**config.mk**
```make
export PLATFORM = sky130hd
export DESIGN_NAME = cacheline_adaptor
export DESIGN_NICKNAME = d
export VERILOG_FILES = /design/src/rtl/cacheline_adaptor.sv
export SDC_FILE = /design/constraint.sdc
export NUM_CORES = 1
export LEC_CHECK = 0
export BUFFER_PORTS_ARGS = -buffer_cell sky130_fd_sc_hd__buf_2
export CORE_AREA = 8 8 268 270
export DETAILED_ROUTE_END_ITERATION = 7
export DIE_AREA = 0 0 276 278
export PLACE_DENSITY = 0.61
export SYNTH_ARGS = -nofsm -noshare
export SYNTH_HDL_FRONTEND = slang
export SYNTH_SLANG_ARGS = --single-unit
```
**constraint.sdc**
```tcl
create_clock -name clk -period 43 [get_ports clk]
set_input_delay 4.3 -clock clk [delete_from_list [all_inputs] [get_ports clk]]
set_output_delay 4.3 -clock clk [all_outputs]
set_load 0.005 [all_outputs]
```
**src/rtl/cacheline_adaptor.sv**
```systemverilog
// cacheline_adaptor: converts 256-bit cache line requests into 4-beat 64-bit memory bursts.
// Reads assemble the fill line beat by beat (beat 0 at the lowest address). Writes stream the
// latched write-back line out one beat per memory strobe.
// Optional feature macro: CACHELINE_ADAPTOR_TIMEOUT_EN aborts a burst after TIMEOUT cycles
// without a memory strobe and flags the abort on err_o together with resp_o.
module cacheline_adaptor #(
  parameter int unsigned s_line   = 256,
  parameter int unsigned s_burst  = 64,
  parameter int unsigned s_offset = 5,
  parameter int unsigned TIMEOUT  = 1024
) (
  input  logic               clk,
  input  logic               rst,
  input  logic [s_line-1:0]  line_i,
  output logic [s_line-1:0]  line_o,
  input  logic [31:0]        address_i,
  input  logic               read_i,
  input  logic               write_i,
  output logic               resp_o,
  output logic               err_o,
  input  logic [s_burst-1:0] burst_i,
  output logic [s_burst-1:0] burst_o,
  output logic [31:0]        address_o,
  output logic               read_o,
  output logic               write_o,
  input  logic               resp_i
);

  localparam int unsigned     Beats    = s_line / s_burst;
  localparam int unsigned     CntW     = (Beats > 1) ? $clog2(Beats) : 1;
  localparam logic [CntW-1:0] LastBeat = CntW'(Beats - 1);
  localparam logic [31:0]     AddrMask = ~((32'd1 << s_offset) - 32'd1);

  typedef enum logic [2:0] {
    StIdle,
    StRdBurst,
    StRdDone,
    StWrBurst,
    StWrDone
  } state_e;

  state_e            state_q, state_d;
  logic [CntW-1:0]   cnt_q, cnt_d;
  logic [31:0]       addr_q, addr_d;
  // Write-back line and fill line are kept apart so a write never disturbs line_o.
  logic [s_line-1:0] wbuf_q, wbuf_d;
  logic [s_line-1:0] fill_q, fill_d;

`ifdef CACHELINE_ADAPTOR_TIMEOUT_EN
  logic [15:0] wait_q, wait_d;
  logic        err_q, err_d;
`else
  // TIMEOUT only matters when the abort feature is built in.
  logic unused_timeout;
  assign unused_timeout = ^TIMEOUT;
`endif

  // State, beat counter, latched address and line buffers.
  always_ff @(posedge clk or posedge rst) begin
    if (rst) begin
      state_q <= StIdle;
      cnt_q   <= '0;
      addr_q  <= '0;
      wbuf_q  <= '0;
      fill_q  <= '0;
`ifdef CACHELINE_ADAPTOR_TIMEOUT_EN
      wait_q  <= '0;
      err_q   <= 1'b0;
`endif
    end else begin
      state_q <= state_d;
      cnt_q   <= cnt_d;
      addr_q  <= addr_d;
      wbuf_q  <= wbuf_d;
      fill_q  <= fill_d;
`ifdef CACHELINE_ADAPTOR_TIMEOUT_EN
      wait_q  <= wait_d;
      err_q   <= err_d;
`endif
    end
  end

  // Next-state logic: request acceptance, beat handling and burst completion.
  always_comb begin
    state_d = state_q;
    cnt_d   = cnt_q;
    addr_d  = addr_q;
    wbuf_d  = wbuf_q;
    fill_d  = fill_q;
`ifdef CACHELINE_ADAPTOR_TIMEOUT_EN
    wait_d  = wait_q;
    err_d   = err_q;
`endif

    unique case (state_q)
      StIdle: begin
        // Write wins a tie; a still-held read is picked up on the next return to idle.
        if (write_i) begin
          addr_d  = address_i & AddrMask;
          wbuf_d  = line_i;
          cnt_d   = '0;
          state_d = StWrBurst;
`ifdef CACHELINE_ADAPTOR_TIMEOUT_EN
          wait_d  = '0;
          err_d   = 1'b0;
`endif
        end else if (read_i) begin
          addr_d  = address_i & AddrMask;
          cnt_d   = '0;
          state_d = StRdBurst;
`ifdef CACHELINE_ADAPTOR_TIMEOUT_EN
          wait_d  = '0;
          err_d   = 1'b0;
`endif
        end
      end

      StRdBurst: begin
        if (resp_i) begin
          fill_d[s_burst*32'(cnt_q) +: s_burst] = burst_i;
          cnt_d = cnt_q + CntW'(1);
          if (cnt_q == LastBeat) begin
            state_d = StRdDone;
          end
`ifdef CACHELINE_ADAPTOR_TIMEOUT_EN
          wait_d = '0;
        end else if (wait_q >= 16'(TIMEOUT)) begin
          state_d = StRdDone;
          err_d   = 1'b1;
        end else begin
          wait_d = wait_q + 16'd1;
`endif
        end
      end

      StWrBurst: begin
        if (resp_i) begin
          cnt_d = cnt_q + CntW'(1);
          if (cnt_q == LastBeat) begin
            state_d = StWrDone;
          end
`ifdef CACHELINE_ADAPTOR_TIMEOUT_EN
          wait_d = '0;
        end else if (wait_q >= 16'(TIMEOUT)) begin
          state_d = StWrDone;
          err_d   = 1'b1;
        end else begin
          wait_d = wait_q + 16'd1;
`endif
        end
      end

      StRdDone, StWrDone: begin
        state_d = StIdle;
`ifdef CACHELINE_ADAPTOR_TIMEOUT_EN
        err_d   = 1'b0;
`endif
      end

      default: begin
        state_d = StIdle;
      end
    endcase
  end

  // Memory-side and cache-side outputs decoded from the current state.
  always_comb begin
    read_o    = (state_q == StRdBurst);
    write_o   = (state_q == StWrBurst);
    resp_o    = (state_q == StRdDone) || (state_q == StWrDone);
    address_o = addr_q;
    line_o    = fill_q;
    burst_o   = '0;
    if (state_q == StWrBurst) begin
      burst_o = wbuf_q[s_burst*32'(cnt_q) +: s_burst];
    end
`ifdef CACHELINE_ADAPTOR_TIMEOUT_EN
    err_o = resp_o & err_q;
`else
    err_o = 1'b0;
`endif
  end

endmodule
```
==> flow_metrics.tcl, run 1 <==
set metrics [dict create \
    hp-class "reg -> reg" \
    grt_max_degree 203 \
    multi_input_area_um2 8322 \
    cts_made_buffers 58 \
    critPathArrivalTime_ns 8.48 \
    synth_top_family_by_area "multiplexers" \
    relSlewSlack_pct 23.87 \
    cts.path.max_buffers 3 \
    wl_per_cell_um 22.52 \
    reg2reg_depth 6 \
    path_buf_inv 6 \
    dr.pass1.iters 6 \
    antenna_found_initial 45 \
    htreeDepth 2 \
    fin_skew_ns 0.01210 \
    initial_core_util_pct 35.12 \
    synth.most_common_cell "dfrtp_1" \
    tightestPinTransition_ns 1.142 \
    synthFlopType "dfrtp_1" \
    avgSynthCellArea_um2 12.25 \
    async_reset_ff_share_pct 100.0 \
    ys_types 35 \
    fin_nets 2925 \
    pre_cts_slack_ns 34.21 \
    power_mw 2.277 \
    area_delta_synth_final_pct 25.17 \
    clock-sinks 544 \
    finalCritPeriodShare_pct 18.40 \
    yosysTopAreaCellShare_pct 57.21 \
    cpPeakStageDelay_ns 0.90 \
    grt_pass1_wl_um 121000 \
    rsz0062_at_grt "no" \
    critPathCaptureType "async pin" \
    p_per_area_nw_per_um2 76.47 \
    yosysTopAreaCell "dfrtp_1" \
    dieArea_um2 76730 \
    slowest_stage "buf_4" \
    ant_nets 0 \
    timing.hold.ws_ns 0.4870 \
    regToRegSetupSlack_ns 39.41 \
    min_path_cells 1 \
    fin_area_um2 29780 \
    cp.depth 6 \
    seq_area_um2 13620 \
    cts_setup_buffers 0 \
    synth_area_leaders "dfrtp_1 57%, mux2_2 13%, nand4_1 6.7%, mux4_2 6.1%, o21ai_0 5.4%" \
    drive_above_1_share_pct 45.36 \
    yosys.area_share.xor_xnor_pct 0.03681 \
    crit_top_cell "buf_4" \
    via_per_inst 5.204 \
    startpoint "rst" \
    power.leakage_nw 13.88 \
    syn_inst 1942 \
    grt_overflow_total 0 \
    cts_resized 0 \
    rows 96 \
    io_buffers 701 \
    drtIter0Drc 1442 \
    die_width_um 276 \
    period_minus_slack_ns 7.910 \
    ys_seq_area_share_pct 57.21 \
    coreArea_um2 67750 \
    status "finished clean" \
    ir_drop_uv 52.93 \
    num_vias 18303 \
    grt_pass1_vias 19516 \
    post_dp_cell_area_um2 27760 \
    synth_compound_area_share_pct 5.590 \
    crit_family "buffers and inverters" \
    pin_count 713 \
    ctsHoldBuffers 0 \
    maxCapViolCount 0 \
    crit_path_end "line_o[68]$_DFFE_PP0P_" \
    crit_chain "buf_2, inv_8, buf_4, buf_4, buf_4, buf_4" \
    cts_tree "done" \
    ys_warn_count 0 \
    insertion_delay_ns 0.59 \
    critical_path_class "in -> async" \
    wl_um 79210 \
    clk_root_buffer_cell "clkbuf_16" \
    fp.dieH_um 278 \
    hold_viol_final 0 \
    syn_area_um2 23790 \
    synthMuxAreaShare_pct 19.45 \
    drc 0 \
    dp_hpwl_um 53930 \
    worstPathMaxFanout 136 \
    reg2reg_from "cnt_q[0]$_DFFE_PP0P_" \
    synth-simple-area-share_pct 9.223 \
    gp_congestion 0.8561 \
    synthTopCellsByCount "544 x dfrtp_1, 282 x mux2_2, 262 x inv_1" \
    fin_tns_setup_ns 0 \
    globalRouteTotalUtil_pct 19.86 \
    start_kind "primary input" \
    r2r_end "line_o[200]$_DFFE_PP0P_" \
    synth_enable_flop_cells 0 \
    fin_ws_ns 35.09 \
    synthAdderAreaFrac_pct 0.3155 \
    ys_ff_latch 544 \
    fmax_mhz 126.4 \
    setup_violations 0 \
    critPathRequiredTime_ns 43.57 \
    fillers 6343 \
    path_clk_slew_ns 0.06 \
    drv_slew 0 \
]
sequential cells by signal (all words and copies together) (netlist names):
signal and cells:
address_o 27, cnt_q 2, line_o 256, state_q 3
wbuf_q 256
final cells by class:
cell class | instances | share of cell area [%]
multi-input combinational | 968 | 27.94
sequential | 544 | 45.73
timing repair buffer | 728 | 12.50
inverter | 262 | 3.327
clock inverter | 13 | 0.5755
antenna | 29 | 0.2437
clock buffer | 91 | 5.974
tap | 882 | 3.705
worst min path at each step:
stage / from / to / slack [ns]
floorplan: wbuf_q[128]$_DFFE_PP0P_ / wbuf_q[128]$_DFFE_PP0P_ / 0.48
global placement: address_o[20]$_DFFE_PP0P_ / address_o[20]$_DFFE_PP0P_ / 0.47
detailed placement: address_o[20]$_DFFE_PP0P_ / address_o[20]$_DFFE_PP0P_ / 0.48
CTS: address_o[20]$_DFFE_PP0P_ / address_o[20]$_DFFE_PP0P_ / 0.49
global route: wbuf_q[236]$_DFFE_PP0P_ / wbuf_q[236]$_DFFE_PP0P_ / 0.52
finish: address_o[20]$_DFFE_PP0P_ / address_o[20]$_DFFE_PP0P_ / 0.49
cell usage in the layout, fill, tap and decap left out, drive strengths merged:
cell type and count:
and2 4, dfrtp 544, and4b 1, a221oi 1, o21ai 257, clkinv 8
inv 262, a31oi 2, clkinvlp 1, nand2 3, a21oi 3, xnor2 1
buf 728, nand4 256, nor3b 2, and4bb 1, conb 6, diode 29
and3b 1, or3 1, mux2 283, clkbuf 91, mux4 64, nand3 2
bufinv 4, nor2 3, nor4 1, nor2b 64, nor4b 3, nor4bb 1
ha 6, o31ai 1, nor3 1
per-layer routing:
layer  wire length [um]  GRT usage [%]  vias up
li1                   -              -     8101
met1              30300          23.78     9111
met2              37630          32.21      877
met3               7991          7.446      182
met4               3088          8.106       32
met5                202              0        -
report_power, final:
| group | total, mW | leakage (nW) | switching (mW) | internal [mW] |
|---|---|---|---|---|
| sequential | 0.904 | 6.80 | 0.150 | 0.754 |
| combinational | 0.864 | 6.12 | 0.447 | 0.417 |
| clock | 0.509 | 0.960 | 0.204 | 0.305 |
| total | 2.28 | 13.9 | 0.801 | 1.48 |
logic make-up after synthesis:
kind of cell    Yosys count
flops                   544
buf+inv                 435
mux                     347
simple gates            344
compound gates          264
fa+ha+maj                 6
other cells               1
xor+xnor                  1
per-stage QoR:
step / utilization, % / std cells
after floorplan: - / 1947
after global placement: 40.98 / 3384
after detailed placement: 40.98 / 3384
after CTS: 43.86 / 3488
after global routing: 43.93 / 3507
final: 43.96 / 3517
(Power assumes the default switching activity.)
==> inputs of run 2 (changes only) <==
--- a/config.mk
+++ b/config.mk
@@ -9,7 +9,7 @@
 export CORE_AREA = 8 8 268 270
 export DETAILED_ROUTE_END_ITERATION = 7
 export DIE_AREA = 0 0 276 278
-export PLACE_DENSITY = 0.61
+export PLACE_DENSITY = 0.64
 export SYNTH_ARGS = -nofsm -noshare
 export SYNTH_HDL_FRONTEND = slang
 export SYNTH_SLANG_ARGS = --single-unit
==> constraint.sdc (replaced) <==
create_clock -name clk -period 6.61 [get_ports clk]
set_input_delay 0.661 -clock clk [delete_from_list [all_inputs] [get_ports clk]]
set_output_delay 0.661 -clock clk [all_outputs]
set_load 0.005 [all_outputs]
==> run 2 against run 1 <==
Net effect: first-iteration DRC count grew 8.9%; non-clock buffer count grew 1; sequential power grew to 6.5 times the previous value; count of clock-buffer cells in the layout shrank 4; final cell count is the same; die area is the same; utilization grew 0.080 points; wire length shrank 1.2%; sequential share of layout area shrank 0.082 points; combinational power grew to 6.4 times the previous value; cell area grew 0.18%.
==> flow_metrics.tcl, run 2 (synthesis gave the netlist of run 1 again) <==
set metrics [dict create \
    status "finished clean" \
    path_clk_slew_ns 0.06 \
    hold_viol_final 0 \
    ctsHoldBuffers 0 \
    htreeDepth 2 \
    dp_hpwl_um 53000 \
    critical_path_class "reg -> out" \
    maxCapViolCount 0 \
    globalRouteTotalUtil_pct 19.65 \
    fin_skew_ns 0.01778 \
    cts.path.max_buffers 3 \
    seq_area_um2 13620 \
    coreArea_um2 67750 \
    pin_count 713 \
    clock-sinks 544 \
    fp.dieH_um 278 \
    num_vias 18531 \
    start_kind "flop" \
    slowest_stage "dfrtp_4" \
    drc 0 \
    grt_pass1_vias 19596 \
    power_mw 14.80 \
    drive_above_1_share_pct 45.65 \
    antenna_found_initial 45 \
    wl_per_cell_um 22.26 \
    final_common_cell "buf_2" \
    crit_chain "buf_4, mux4_2, nor2b_1, buf_2" \
    initial_core_util_pct 35.12 \
    power.leakage_nw 13.91 \
    gp_congestion 0.8406 \
    drtIter0Drc 1571 \
    timing.hold.ws_ns 0.2369 \
    hp-class "in -> async" \
    via_per_inst 5.269 \
    finalCritPeriodShare_pct 59.84 \
    area_delta_synth_final_pct 25.40 \
    cpPeakStageDelay_ns 0.91 \
    layout_common_cells "701 x buf_2, 542 x dfrtp_1, 282 x mux2_2, 261 x inv_1, 257 x o21ai_0" \
    critPathRequiredTime_ns 5.95 \
    grt_max_degree 261 \
    critPathCaptureType "output port" \
    worstPathMaxFanout 42 \
    setup_violations 0 \
    p_per_area_nw_per_um2 495.9 \
    cts_made_buffers 59 \
    cts_setup_buffers 0 \
    tightestPinTransition_ns 1.225 \
    rsz0062_at_grt "no" \
    io_buffers 701 \
    dieArea_um2 76730 \
    path_buf_inv 2 \
    drv_slew 0 \
    dr.pass1.iters 5 \
    rows 96 \
    grt_overflow_total 0 \
    cts_resized 0 \
    fin_nets 2927 \
    fillers 6254 \
    multi_input_area_um2 8319 \
    grt_pass1_wl_um 120800 \
    cts_tree "done" \
    clk_root_buffer_cell "clkbuf_16" \
    die_width_um 276 \
    ant_nets 0 \
    relSlewSlack_pct 18.30 \
    critPathArrivalTime_ns 3.29 \
    ir_drop_uv 372.6 \
    wl_um 78280 \
    insertion_delay_ns 0.59 \
    fmax_mhz 252.8 \
    crit_family "flip-flops" \
    period_minus_slack_ns 3.955 \
]
==> run 2: changes by cell type in the layout (fill, tap and decap cells not counted) <==
cell | previous run | this run
ha_2 | 3 | 4
diode_2 | 29 | 26
nand3_2 | 1 | 0
clkinv_2 | 7 | 11
clkbuf_1 | 16 | 10
clkinv_4 | 1 | 2
buf_12 | 1 | 4
nand3_4 | 0 | 1
clkbuf_8 | 14 | 16
ha_4 | 1 | 0
buf_4 | 26 | 24
clkinvlp_4 | 1 | 3
bufinv_16 | 4 | 3
==> run 2: stage by stage <==
step | area [um^2] | cells | utilization, % | worst slack, ns | TNS, ns
after detailed placement | 27800 | 3385 | 41.04 | 3.096 | 0
after global placement | 27800 | 3385 | 41.04 | 3.152 | 0
final | 29840 | 3517 | 44.04 | 2.655 | 0
after CTS | 29770 | 3491 | 43.95 | 2.462 | 0
after floorplan | 23820 | 1947 | - | -1.451 | -789.30
after global routing | 29810 | 3508 | 44.01 | 2.364 | 0
==> run 2: area by class of cell <==
class | instances | share of cell area (%)
diodes | 26 | 0.2181
clock buffers | 87 | 5.980
clock inverters | 19 | 0.6332
inverters | 262 | 3.309
multi-input cells | 968 | 27.88
flip-flops and latches | 544 | 45.65
well taps | 882 | 3.699
repair buffers | 729 | 12.63
==> run 2: path summary, 6_finish.rpt <==
kind | start | to | slack (ns) | cells after the start
min in group clk | line_i[157] | wbuf_q[157]$_DFFE_PP0P_ | 0.29 | 2
worst min-delay path | rst | wbuf_q[249]$_DFFE_PP0P_ | 0.24 | 2
worst min register to register | wbuf_q[156]$_DFFE_PP0P_ | wbuf_q[156]$_DFFE_PP0P_ | 0.50 | 1
max in group asynchronous | rst | address_o[17]$_DFFE_PP0P_ | 4.74 | 4
worst max-delay path | cnt_q[0]$_DFFE_PP0P_ | burst_o[36] | 2.65 | 4
worst max register to register | cnt_q[0]$_DFFE_PP0P_ | line_o[98]$_DFFE_PP0P_ | 3.11 | 6
==> run 2: layer usage <==
| metal | vias to the layer above | global-route usage, % | share of wire, % | wire length, um |
|---|---|---|---|---|
| met5 | - | 0 | 0.29 | 230 |
| met4 | 36 | 6.904 | 3.2 | 2530 |
| met3 | 180 | 7.739 | 11 | 8651 |
| met2 | 997 | 31.50 | 47 | 37070 |
| met1 | 9244 | 24.07 | 38 | 29800 |
| li1 | 8074 | - | - | - |
==> run 2: worst register-to-register path, delay by kind of cell, from the launching register on <==
family,cells,cell delay (ns)
buffers and inverters,2,0.71
AND/OR/NAND/NOR,2,1.15
adder cells (fa/ha/maj),1,0.47
flip-flops,1,0.91
AO/OA/AOI/OAI,1,0.16
==> run 2: power by group <==
group / total, mW / internal [mW] / switching, mW
registers: 5.92 / 4.90 / 1.01
logic: 5.54 / 2.69 / 2.84
clock network: 3.34 / 1.98 / 1.37
total: 14.8 / 9.57 / 5.22
